<file path="src/rtl/vga_pkg.sv">
// Shared VGA subsystem types: framebuffer port ownership, buffered CPU request
// record, and the default 640x480@60 timing shared with the position counters.
package vga_pkg;

    localparam int FB_ADDR_W = 19;
    localparam int FB_DATA_W = 8;

    localparam int H_ACTIVE_DEF = 640;
    localparam int H_TOTAL_DEF  = 800;
    localparam int V_ACTIVE_DEF = 480;
    localparam int V_TOTAL_DEF  = 525;

    typedef enum logic [1:0] {
        OWN_NONE   = 2'd0,
        OWN_VGA    = 2'd1,
        OWN_CPU_WR = 2'd2,
        OWN_CPU_RD = 2'd3
    } owner_e;

    typedef struct packed {
        logic                 we;
        logic [FB_ADDR_W-1:0] addr;
        logic [FB_DATA_W-1:0] wdata;
    } cpu_req_t;

endpackage

</file>
<file path="src/rtl/vga_req_fifo.sv">
// Synchronous request FIFO; full/empty are decoded from the registered count.
module vga_req_fifo #(
    parameter int DEPTH = 4,
    parameter int WIDTH = 28
) (
    input  logic                       clk,
    input  logic                       rst,
    input  logic                       push,
    input  logic [WIDTH-1:0]           wdata,
    input  logic                       pop,
    output logic [WIDTH-1:0]           rdata,
    output logic                       full,
    output logic                       empty,
    output logic [$clog2(DEPTH):0]     count
);
    localparam int AW = $clog2(DEPTH);

    logic [WIDTH-1:0] mem [DEPTH];
    logic [AW-1:0]    wr_ptr;
    logic [AW-1:0]    rd_ptr;
    logic             do_push;
    logic             do_pop;

    assign full    = (count == (AW+1)'(DEPTH));
    assign empty   = (count == '0);
    assign do_push = push && !full;
    assign do_pop  = pop && !empty;
    assign rdata   = mem[rd_ptr];

    always_ff @(posedge clk) begin
        if (do_push) mem[wr_ptr] <= wdata;
    end

    always_ff @(posedge clk) begin
        if (rst) begin
            wr_ptr <= '0;
            rd_ptr <= '0;
            count  <= '0;
        end else begin
            if (do_push) wr_ptr <= wr_ptr + AW'(1);
            if (do_pop)  rd_ptr <= rd_ptr + AW'(1);
            case ({do_push, do_pop})
                2'b10:   count <= count + (AW+1)'(1);
                2'b01:   count <= count - (AW+1)'(1);
                default: count <= count;
            endcase
        end
    end

endmodule

</file>
<file path="src/rtl/vga_fb_arbiter.sv">
// Single-port framebuffer arbiter: display scan-out owns the port on claimed
// pixels, buffered CPU requests drain on every other cycle.
//   owner      | meaning
//   OWN_NONE   | port idle (or out-of-range write dropped)
//   OWN_VGA    | scan-out read, data goes to pix_data
//   OWN_CPU_WR | CPU write, no read data
//   OWN_CPU_RD | CPU read, data (or 0 if out of range) goes to cpu_rdata
module vga_fb_arbiter
    import vga_pkg::*;
#(
    parameter int H_ACTIVE   = H_ACTIVE_DEF,
    parameter int V_ACTIVE   = V_ACTIVE_DEF,
    parameter int ADDR_W     = FB_ADDR_W,
    parameter int DATA_W     = FB_DATA_W,
    parameter int FIFO_DEPTH = 4
) (
    input  logic              clk,
    input  logic              rst,
    input  logic              pix_en,
    input  logic [9:0]        h_count,
    input  logic [9:0]        v_count,
    input  logic              cpu_req,
    input  logic              cpu_we,
    input  logic [ADDR_W-1:0] cpu_addr,
    input  logic [DATA_W-1:0] cpu_wdata,
    output logic              cpu_ready,
    output logic              cpu_rvalid,
    output logic [DATA_W-1:0] cpu_rdata,
    output logic              mem_en,
    output logic              mem_we,
    output logic [ADDR_W-1:0] mem_addr,
    output logic [DATA_W-1:0] mem_wdata,
    input  logic [DATA_W-1:0] mem_rdata,
    output logic              pix_valid,
    output logic [DATA_W-1:0] pix_data
);
    localparam logic [9:0]    H_ACT   = 10'(H_ACTIVE);
    localparam logic [9:0]    V_ACT   = 10'(V_ACTIVE);
    localparam logic [ADDR_W:0] FB_SIZE = (ADDR_W+1)'(H_ACTIVE * V_ACTIVE);
    localparam int            CNT_W   = $clog2(FIFO_DEPTH) + 1;

    cpu_req_t          fifo_in;
    cpu_req_t          head;
    logic              fifo_full;
    logic              fifo_empty;
    logic [CNT_W-1:0]  fifo_count;
    logic              push;
    logic              pop;

    logic              claim;
    logic              frame_start;
    logic              head_oob;
    logic [ADDR_W-1:0] scan_addr;
    logic [ADDR_W-1:0] scan_cur;

    logic              en_n;
    logic              we_n;
    logic [ADDR_W-1:0] addr_n;
    logic [DATA_W-1:0] wdata_n;
    owner_e            own_n;
    logic              oob_n;

    // own_q rides with mem_*; own_d lines up with mem_rdata one clk later
    owner_e            own_q;
    owner_e            own_d;
    logic              oob_q;
    logic              oob_d;

    assign cpu_ready   = !rst && (fifo_count != CNT_W'(FIFO_DEPTH));
    assign push        = cpu_req && cpu_ready;
    assign fifo_in     = '{we: cpu_we, addr: cpu_addr, wdata: cpu_wdata};

    assign claim       = pix_en && (h_count < H_ACT) && (v_count < V_ACT);
    assign frame_start = pix_en && (h_count == '0) && (v_count == '0);
    assign scan_cur    = frame_start ? '0 : scan_addr;
    assign pop         = !claim && !fifo_empty;
    assign head_oob    = ({1'b0, head.addr} >= FB_SIZE);

    vga_req_fifo #(
        .DEPTH (FIFO_DEPTH),
        .WIDTH ($bits(cpu_req_t))
    ) u_fifo (
        .clk   (clk),
        .rst   (rst),
        .push  (push),
        .wdata (fifo_in),
        .pop   (pop),
        .rdata (head),
        .full  (fifo_full),
        .empty (fifo_empty),
        .count (fifo_count)
    );

    always_comb begin
        en_n    = 1'b0;
        we_n    = 1'b0;
        addr_n  = '0;
        wdata_n = '0;
        own_n   = OWN_NONE;
        oob_n   = 1'b0;
        if (claim) begin
            en_n   = 1'b1;
            addr_n = scan_cur;
            own_n  = OWN_VGA;
        end else if (pop) begin
            if (head.we) begin
                if (!head_oob) begin
                    en_n    = 1'b1;
                    we_n    = 1'b1;
                    addr_n  = head.addr;
                    wdata_n = head.wdata;
                    own_n   = OWN_CPU_WR;
                end
            end else begin
                // out-of-range reads skip the RAM but keep their rvalid slot
                en_n   = !head_oob;
                addr_n = head_oob ? '0 : head.addr;
                own_n  = OWN_CPU_RD;
                oob_n  = head_oob;
            end
        end
    end

    always_ff @(posedge clk) begin
        if (rst) begin
            mem_en    <= 1'b0;
            mem_we    <= 1'b0;
            mem_addr  <= '0;
            mem_wdata <= '0;
            own_q     <= OWN_NONE;
            own_d     <= OWN_NONE;
            oob_q     <= 1'b0;
            oob_d     <= 1'b0;
            scan_addr <= '0;
        end else begin
            mem_en    <= en_n;
            mem_we    <= we_n;
            mem_addr  <= addr_n;
            mem_wdata <= wdata_n;
            own_q     <= own_n;
            own_d     <= own_q;
            oob_q     <= oob_n;
            oob_d     <= oob_q;
            if (claim) scan_addr <= scan_cur + ADDR_W'(1);
        end
    end

    always_ff @(posedge clk) begin
        if (!rst) assert (!(push && fifo_full));
    end

    assign pix_valid  = (own_d == OWN_VGA);
    assign pix_data   = pix_valid ? mem_rdata : '0;
    assign cpu_rvalid = (own_d == OWN_CPU_RD);
    assign cpu_rdata  = (cpu_rvalid && !oob_d) ? mem_rdata : '0;

endmodule

</file>
<file path="config.mk">
export PLATFORM = sky130hd
export DESIGN_NAME = vga_fb_arbiter
export DESIGN_NICKNAME = d
export VERILOG_FILES = /design/src/rtl/vga_pkg.sv /design/src/rtl/vga_req_fifo.sv /design/src/rtl/vga_fb_arbiter.sv
export SDC_FILE = /design/constraint.sdc
export NUM_CORES = 1
export LEC_CHECK = 0
export ABC_AREA = 1
export BUFFER_PORTS_ARGS = -buffer_cell sky130_fd_sc_hd__buf_2
export CAP_MARGIN = 40
export CORE_AREA = 2 2 145 147
export CTS_CLUSTER_DIAMETER = 40
export DETAILED_ROUTE_END_ITERATION = 10
export DIE_AREA = 0 0 147 149
export PLACE_DENSITY_LB_ADDON = 0.3
export SKIP_CTS_REPAIR_TIMING = 1
export SLEW_MARGIN = 5
export SYNTH_ARGS = -nofsm -noshare
export SYNTH_HDL_FRONTEND = slang
export SYNTH_SLANG_ARGS = --single-unit
export TNS_END_PERCENT = 50
</file>
<file path="constraint.sdc">
create_clock -name clk -period 6.25 [get_ports clk]
set_clock_uncertainty 0.05 [all_clocks]
set_input_delay 0.9375 -clock clk [delete_from_list [all_inputs] [get_ports clk]]
set_output_delay 0.9375 -clock clk [all_outputs]
set_load 0.05 [all_outputs]
</file>
==> results by group, run 1 <==
STA
  – Slew Viols, Final: 0
  – Slew margin rel.: 0.5205
  – Endpoints failing setup: 0
  – Min cycle time layout: between 3 and 4 ns
  – Setup TNS: 0 ns
  – Max Freq: about 330 MHz
  – Final Hold Fails: 0
  – Final period util: 0.4909
  – RSZ-0062 raised after global routing: false
  – Worst-margin pin slew: 0.7185 ns

Clock tree
  – Clock Latency Late Sink: 0.43 ns
  – CTS Sinks: 175
  – CTS tree: yes
  – H-tree depth: 4
  – Root Buffer Master: clkbuf_16
  – TritonCTS Buffers: 17
  – Worst-path clk slew: 0.07 ns
  – Maximum buffer depth of the clock tree: 2

Critical path
  – CP top delay family: simple AND/OR/NAND/NOR gates
  – Arrival time at the worst endpoint: about 3.4 ns
  – Startpoint types: register
  – Crit-path slowest cell: and3_1
  – Endpoint type of the worst setup path: register
  – Critical Path RT: approximately 6.6 ns
  – WP buf/inv: 3
  – Crit path largest cell delay: between 0.4 and 0.5 ns
  – Worst-path fanout max: just under 60
  – Crit path cell chain: buf_4, inv_2, buf_4, o21ai_0, o22ai_1, nor2_1, nand4_1, and3_1, nand2_2, nor2_1
  – Crit Path Class: reg -> reg

Pwr
  – LEAKAGE: between 0.003 and 0.004 uW
  – Pint: 2102 uW
  – NetSw: 1179 uW
  – Maximum vdd drop: 0.1960 mV
  – Clock power share: 0.316
  – Comb pwr share: 0.267
  – Sequential share of power: 0.417
  – Sw Ratio: 0.3594
  – Pwr Density: 389.7 mW/mm^2

Synth
  – Netlist cell types: 35
  – Async set-reset flop share out of synthesis: 0
  – Top_reg_cell synth: edfxtp_1
  – Mean Syn Cell Area: 10.15 sq um
  – Yosys Warn Count: 0
  – Share of the synthesized area in the top cell type: 0.4786
  – Number of synthesized flops with an enable pin: 112
  – Register area share after synthesis: 0.6581
  – Post-Synthesis Cells: 692
  – Synth Net Count: 759
  – Largest cells by area after synthesis: edfxtp_1 (48%), dfxtp_1 (18%), nand2_1 (8.1%)
  – Yosys top cell by area: edfxtp_1
  – Cell Area, Synth: 0.007027 sq mm
  – #FFs+latches synth: roughly 180

Global route
  – Largest net degree at the start of global routing: 59
  – Vias in the first global route: 4,636
  – Initial antenna violation count: 0
  – Gr ovfl total: 0
  – Total track usage: 0.1439
  – Global-route wire length before repair: 24,290 um

Worst hold path
  – HP Class: reg -> reg

Floorplan
  – Die Y: roughly 150 um
  – Die ar.: 0.02190 sq mm
  – Core Footprint: 0.02056 sq mm
  – Initial Util: 0.3418
  – Rows: 53
  – # IOs: 108
  – Die width: about 150 um

Finish
  – Layout cell share with drive strength beyond 1: 0.2054
  – Antenna Cells: 0
  – Final Cell Area: 0.008418 sq mm
  – Nets: 867
  – Layout area overhead: 19.80%

Placement
  – Input/output buffers: 107
  – Post-DP Area: 0.007828 sq mm
  – Final Wtd Congestion: 0.7817
  – HPWL Detailed: 9739 um

Outcome
  – Status: complete, no violations

Routing
  – Routed wire per std cell: 13.85 um
  – Final ANT Viol Nets: 0
  – Via count: 4,983
  – # DRC: 0
  – Vias per cell: 4.580
  – Drt pass-1 iters: 5
  – Initial DRC Count: between 300 and 400
  – Final WL: 15,070 um

Flow run
  – Max-cap viol count: 0
-- power by group through the flow --
stage / Clock [uW] / Sequential [uW] / Combinational (uW)
finish: 1040 / 1370 / 876
global route: 1110 / 1380 / 976
CTS: 1060 / 1370 / 891
detailed placement: 0 / 1400 / 888
global placement: 0 / 1390 / 878
floorplan: 0 / 1570 / 485
-- sequential cells by signal, indices dropped and copies added (netlist names), named ones only --
name           flops
u_fifo.rd_ptr      2
mem_wdata          8
u_fifo.count       3
own_d              2
scan_addr         19
mem_en             1
u_fifo.mem       112
oob_d              1
own_q              2
mem_addr          19
u_fifo.wr_ptr      2
oob_q              1
mem_we             1
-- synthesized netlist by cell type, types with 2 or more instances --
cell type,number
a21oi_1,31
a31oi_1,2
a32o_1,8
and3_1,2
buf_2,3
buf_4,2
buf_6,5
clkbuf_1,14
dfxtp_1,63
edfxtp_1,112
ha_1,6
inv_1,59
inv_2,3
nand2_1,151
nand3_1,26
nand3_2,2
nand4_1,5
nor2_1,107
nor2_2,5
nor2_4,3
nor3_1,4
o21a_1,3
o21ai_0,50
o21ai_1,2
o22ai_1,14
-- routing by layer --
layer	GRT usage	vias up	wire length [um]	share of wire
met2	0.2362	120	7127	0.47
met5	0	-	0	0
met1	0.1821	2302	6958	0.46
met3	0.03242	13	801	0.053
met4	0.06779	0	182	0.012
li1	-	2548	-	-
-- final cells by class --
class,count,area (sq um)
Multi-Input combinational cell,430,2037
Inverter,62,232.7
Clock inverter,15,165.2
Fill cell,2011,12140
Sequential cell,175,4626
Clock buffer,17,425.4
Tap cell,275,344.1
Timing Repair Buffer,114,588.1
-- cell usage in the layout (no fill, tap or decap), types with 8 or more instances in the layout --
cell and n:
nand2_1 151, nor2_1 103, o22ai_1 14, buf_2 107
o21ai_0 50, edfxtp_1 112, a32o_1 8, a21oi_1 31
dfxtp_1 62, nor2_2 9, inv_1 59, clkbuf_16 17
nand3_1 26
-- worst min-delay path: cells and delay by family, from the launching register on --
kind	cells	cell delay, ns
simple gates	1	0.03
buf+inv	1	0.04
flops	1	0.30
-- logic make-up (layout without fill, tap and decap cells) --
logic type | Yosys count | in the layout | share of synthesized area
and+or+nand+nor | 309 | 309 | 0.1813
DFF | 175 | 175 | 0.6581
AOI/OAI and AO/OA | 114 | 114 | 0.09366
buffers and inverters | 87 | 208 | 0.05342
adders and majority gates | 7 | 7 | 0.01353
-- worst paths after layout --
path / depth (start not counted) / slack (ns) / endpoint / startpoint
worst max-delay path: 10 / 3.18 / mem_wdata[7] / register
worst min-delay path: 2 / 0.35 / own_d[1] / own_q[1]
worst max register to register: 10 / 3.18 / mem_wdata[7] / register
worst min register to register: 2 / 0.35 / own_d[1] / own_q[1]
-- through the flow --
stage / cells / hold slack (ns) / util / power (uW) / setup WS (ns)
floorplan: 692 / 0.3383 / - / 2054 / 2.129
global placement: 1056 / 0.3477 / 0.3808 / 2273 / 3.081
detailed placement: 1056 / 0.3487 / 0.3808 / 2283 / 3.024
CTS: 1088 / 0.3589 / 0.4095 / 3325 / 3.102
global route: 1088 / 0.3747 / 0.4095 / 3466 / 2.774
finish: 1088 / 0.3531 / 0.4095 / 3281 / 3.182
(Power assumes the default switching activity.)
==> run 2: changes to the inputs <==
==> constraint.sdc (replaced) <==
create_clock -name clk -period 3.1 [get_ports clk]
set_clock_uncertainty 0.05 [all_clocks]
set_input_delay 0.465 -clock clk [delete_from_list [all_inputs] [get_ports clk]]
set_output_delay 0.465 -clock clk [all_outputs]
set_load 0.05 [all_outputs]
==> results by group, run 2 (synthesis gave the netlist of run 1 again) <==
Outcome
  – Status: complete, no violations (unchanged)

Placement
  – Final Wtd Congestion: 0.8042 (was 0.7817)
  – Input/output buffers: 107 (unchanged)
  – HPWL Detailed: 10,120 um (was 9739 um)

Critical path
  – Worst-path fanout max: 24 (was 58)
  – Critical Path RT: 3.40 ns (was 6.56 ns)
  – Crit Path Class: reg -> reg (unchanged)
  – Arrival time at the worst endpoint: 2.53 ns (was 3.38 ns)
  – Endpoint type of the worst setup path: register (unchanged)
  – R2r setup slk: 0.86 ns (was 3.18 ns)
  – Startpoint types: register (unchanged)

STA
  – Min cycle time layout: 2.236 ns (was 3.068 ns)
  – Slew Viols, Final: 0 (unchanged)
  – Slew margin rel.: 0.5222 (was 0.5205)
  – RSZ-0062 raised after global routing: false (unchanged)
  – Final Hold Fails: 0 (unchanged)
  – Worst Hold Slack: 0.1975 ns (was 0.3531 ns)
  – Final period util: 0.7214 (was 0.4909)
  – Worst-margin pin slew: 0.7159 ns (was 0.7185 ns)
  – Endpoints failing setup: 0 (unchanged)
  – Max Freq: 447.1 MHz (was 325.9 MHz)

Pwr
  – Maximum vdd drop: 0.4754 mV (was 0.1960 mV)
  – Final Power: 6681 uW (was 3281 uW)
  – Comb pwr share: 0.258 (was 0.267)
  – NetSw: 2361 uW (was 1179 uW)
  – Sw Ratio: 0.3534 (was 0.3594)
  – Pwr Density: 791.2 mW/mm^2 (was 389.7 mW/mm^2)
  – Sequential share of power: 0.421 (was 0.417)
  – LEAKAGE: 0.003478 uW (was 0.003461 uW)
  – Clock power share: 0.320 (was 0.316)
  – Pint: 4320 uW (was 2102 uW)

Finish
  – Most frequent cells in the layout: nand2_1 (151), edfxtp_1 (112), buf_2 (107) (unchanged)
  – FILL cells: 2,036 (was 2,011)
  – Largest Register: u_fifo.mem (unchanged)
  – Layout cell share with drive strength beyond 1: 0.2071 (was 0.2054)
  – Nets: 870 (was 867)
  – Util after Layout: 0.4108 (was 0.4095)
  – Biggest regs: u_fifo.mem (112), mem_addr (19), scan_addr (19) (unchanged)
  – Max reg flops: 112 (unchanged)
  – Most common cell after layout, fill and taps aside: nand2_1 (unchanged)
  – Antenna Cells: 0 (unchanged)
  – Layout area overhead: 20.17% (was 19.80%)

Global route
  – Initial antenna violation count: 3 (was 0)
  – Met1 Use GR: 0.1845 (was 0.1821)
  – Grt met3 use: 0.04557 (was 0.03242)
  – Gr ovfl total: 0 (unchanged)
  – Total track usage: 0.1439 (about the same)
  – M2 GR Usage: 0.2322 (was 0.2362)
  – Largest net degree at the start of global routing: 41 (was 59)
  – Vias in the first global route: 4,684 (was 4,636)
  – Global routing's busiest layer: met2 (unchanged)
  – Global-route wire length before repair: 24,190 um (was 24,290 um)

Clock tree
  – Worst-path clk slew: 0.07 ns (about the same)
  – TritonCTS Buffers: 17 (unchanged)
  – H-tree depth: 4 (unchanged)
  – Maximum buffer depth of the clock tree: 2 (unchanged)
  – Root Buffer Master: clkbuf_16 (unchanged)
  – Clock Latency Late Sink: 0.43 ns (about the same)
  – CTS tree: yes (unchanged)
  – CTS Sinks: 175 (unchanged)

Floorplan
  – Rows: 53 (unchanged)
  – Die Y: 149 um (unchanged)
  – Die ar.: 0.02190 sq mm (unchanged)
  – Core Footprint: 0.02056 sq mm (unchanged)
  – Initial Util: 0.3418 (unchanged)
  – # IOs: 108 (unchanged)
  – Die width: 147 um (unchanged)

Flow run
  – Max-cap viol count: 0 (unchanged)

Routing
  – Drt pass-1 iters: 4 (was 5)
  – Vias per cell: 4.577 (was 4.580)
  – Final ANT Viol Nets: 0 (unchanged)
  – Initial DRC Count: 313 (was 375)
  – Final WL: 15,360 um (was 15,070 um)
  – Via count: 4,993 (was 4,983)
  – # DRC: 0 (unchanged)
  – Routed wire per std cell: 14.08 um (was 13.85 um)

Worst hold path
  – HP Class: in -> reg (was reg -> reg)
==> run 2: changes by cell type in the layout (fill, tap and decap cells not counted), sizes merged <==
cell and change:
clkbuf +1, clkinv -2, bufinv +1, buf +3
==> run 2: per-stage QoR <==
stage | setup slack, ns | TNS (ns) | instances | cell area, sq um
detailed placement | 0.6961 | 0 | 1059 | 7850
global placement | 0.7540 | 0 | 1059 | 7850
floorplan | -0.1767 | -19.79 | 692 | 7037
finish | 0.8636 | 0 | 1091 | 8444
global route | 0.6164 | 0 | 1091 | 8444
CTS | 0.7942 | 0 | 1091 | 8444
==> run 2: path summary, 6_finish.rpt <==
path,start,endpoint,cells after the start
worst max-delay path,register,mem_addr[16],7
worst min-delay path,cpu_wdata[7],u_fifo.mem[0][7],1
worst max register to register,register,mem_addr[16],7
worst min register to register,oob_q,oob_d,2
==> run 2: power by group through the flow <==
| stage | clock (uW) | sequential (uW) | combinational (uW) |
|---|---|---|---|
| global route | 2270 | 2840 | 1910 |
| detailed placement | 0 | 2870 | 1740 |
| global placement | 0 | 2870 | 1730 |
| floorplan | 0 | 3160 | 981 |
| finish | 2140 | 2820 | 1720 |
| CTS | 2190 | 2820 | 1750 |
==> run 2: layout make-up <==
type	instances	area [sq um]	area share
flip-flops and latches	175	4626	0.5478
multi-input cells	430	2037	0.2412
repair buffers	117	610.6	0.07231
clock buffers	18	429.2	0.05082
well taps	275	344.1	0.04075
inverters	62	232.7	0.02756
clock inverters	14	165.2	0.01956
==> run 2: critical path, cell delays in order, from the launching register on <==
cell,delay [ns]
dfxtp_2,0.63
inv_2,0.24
o21ai_0,0.20
o22ai_1,0.12
o21bai_1,0.28
and2_1,0.19
nand2_1,0.19
o21ai_0,0.24
==> run 2: per-layer routing <==
layer,share of wire,routed length [um]
met5,0.0022,34
met4,0.015,229
met3,0.057,875
met2,0.46,7041
met1,0.47,7177
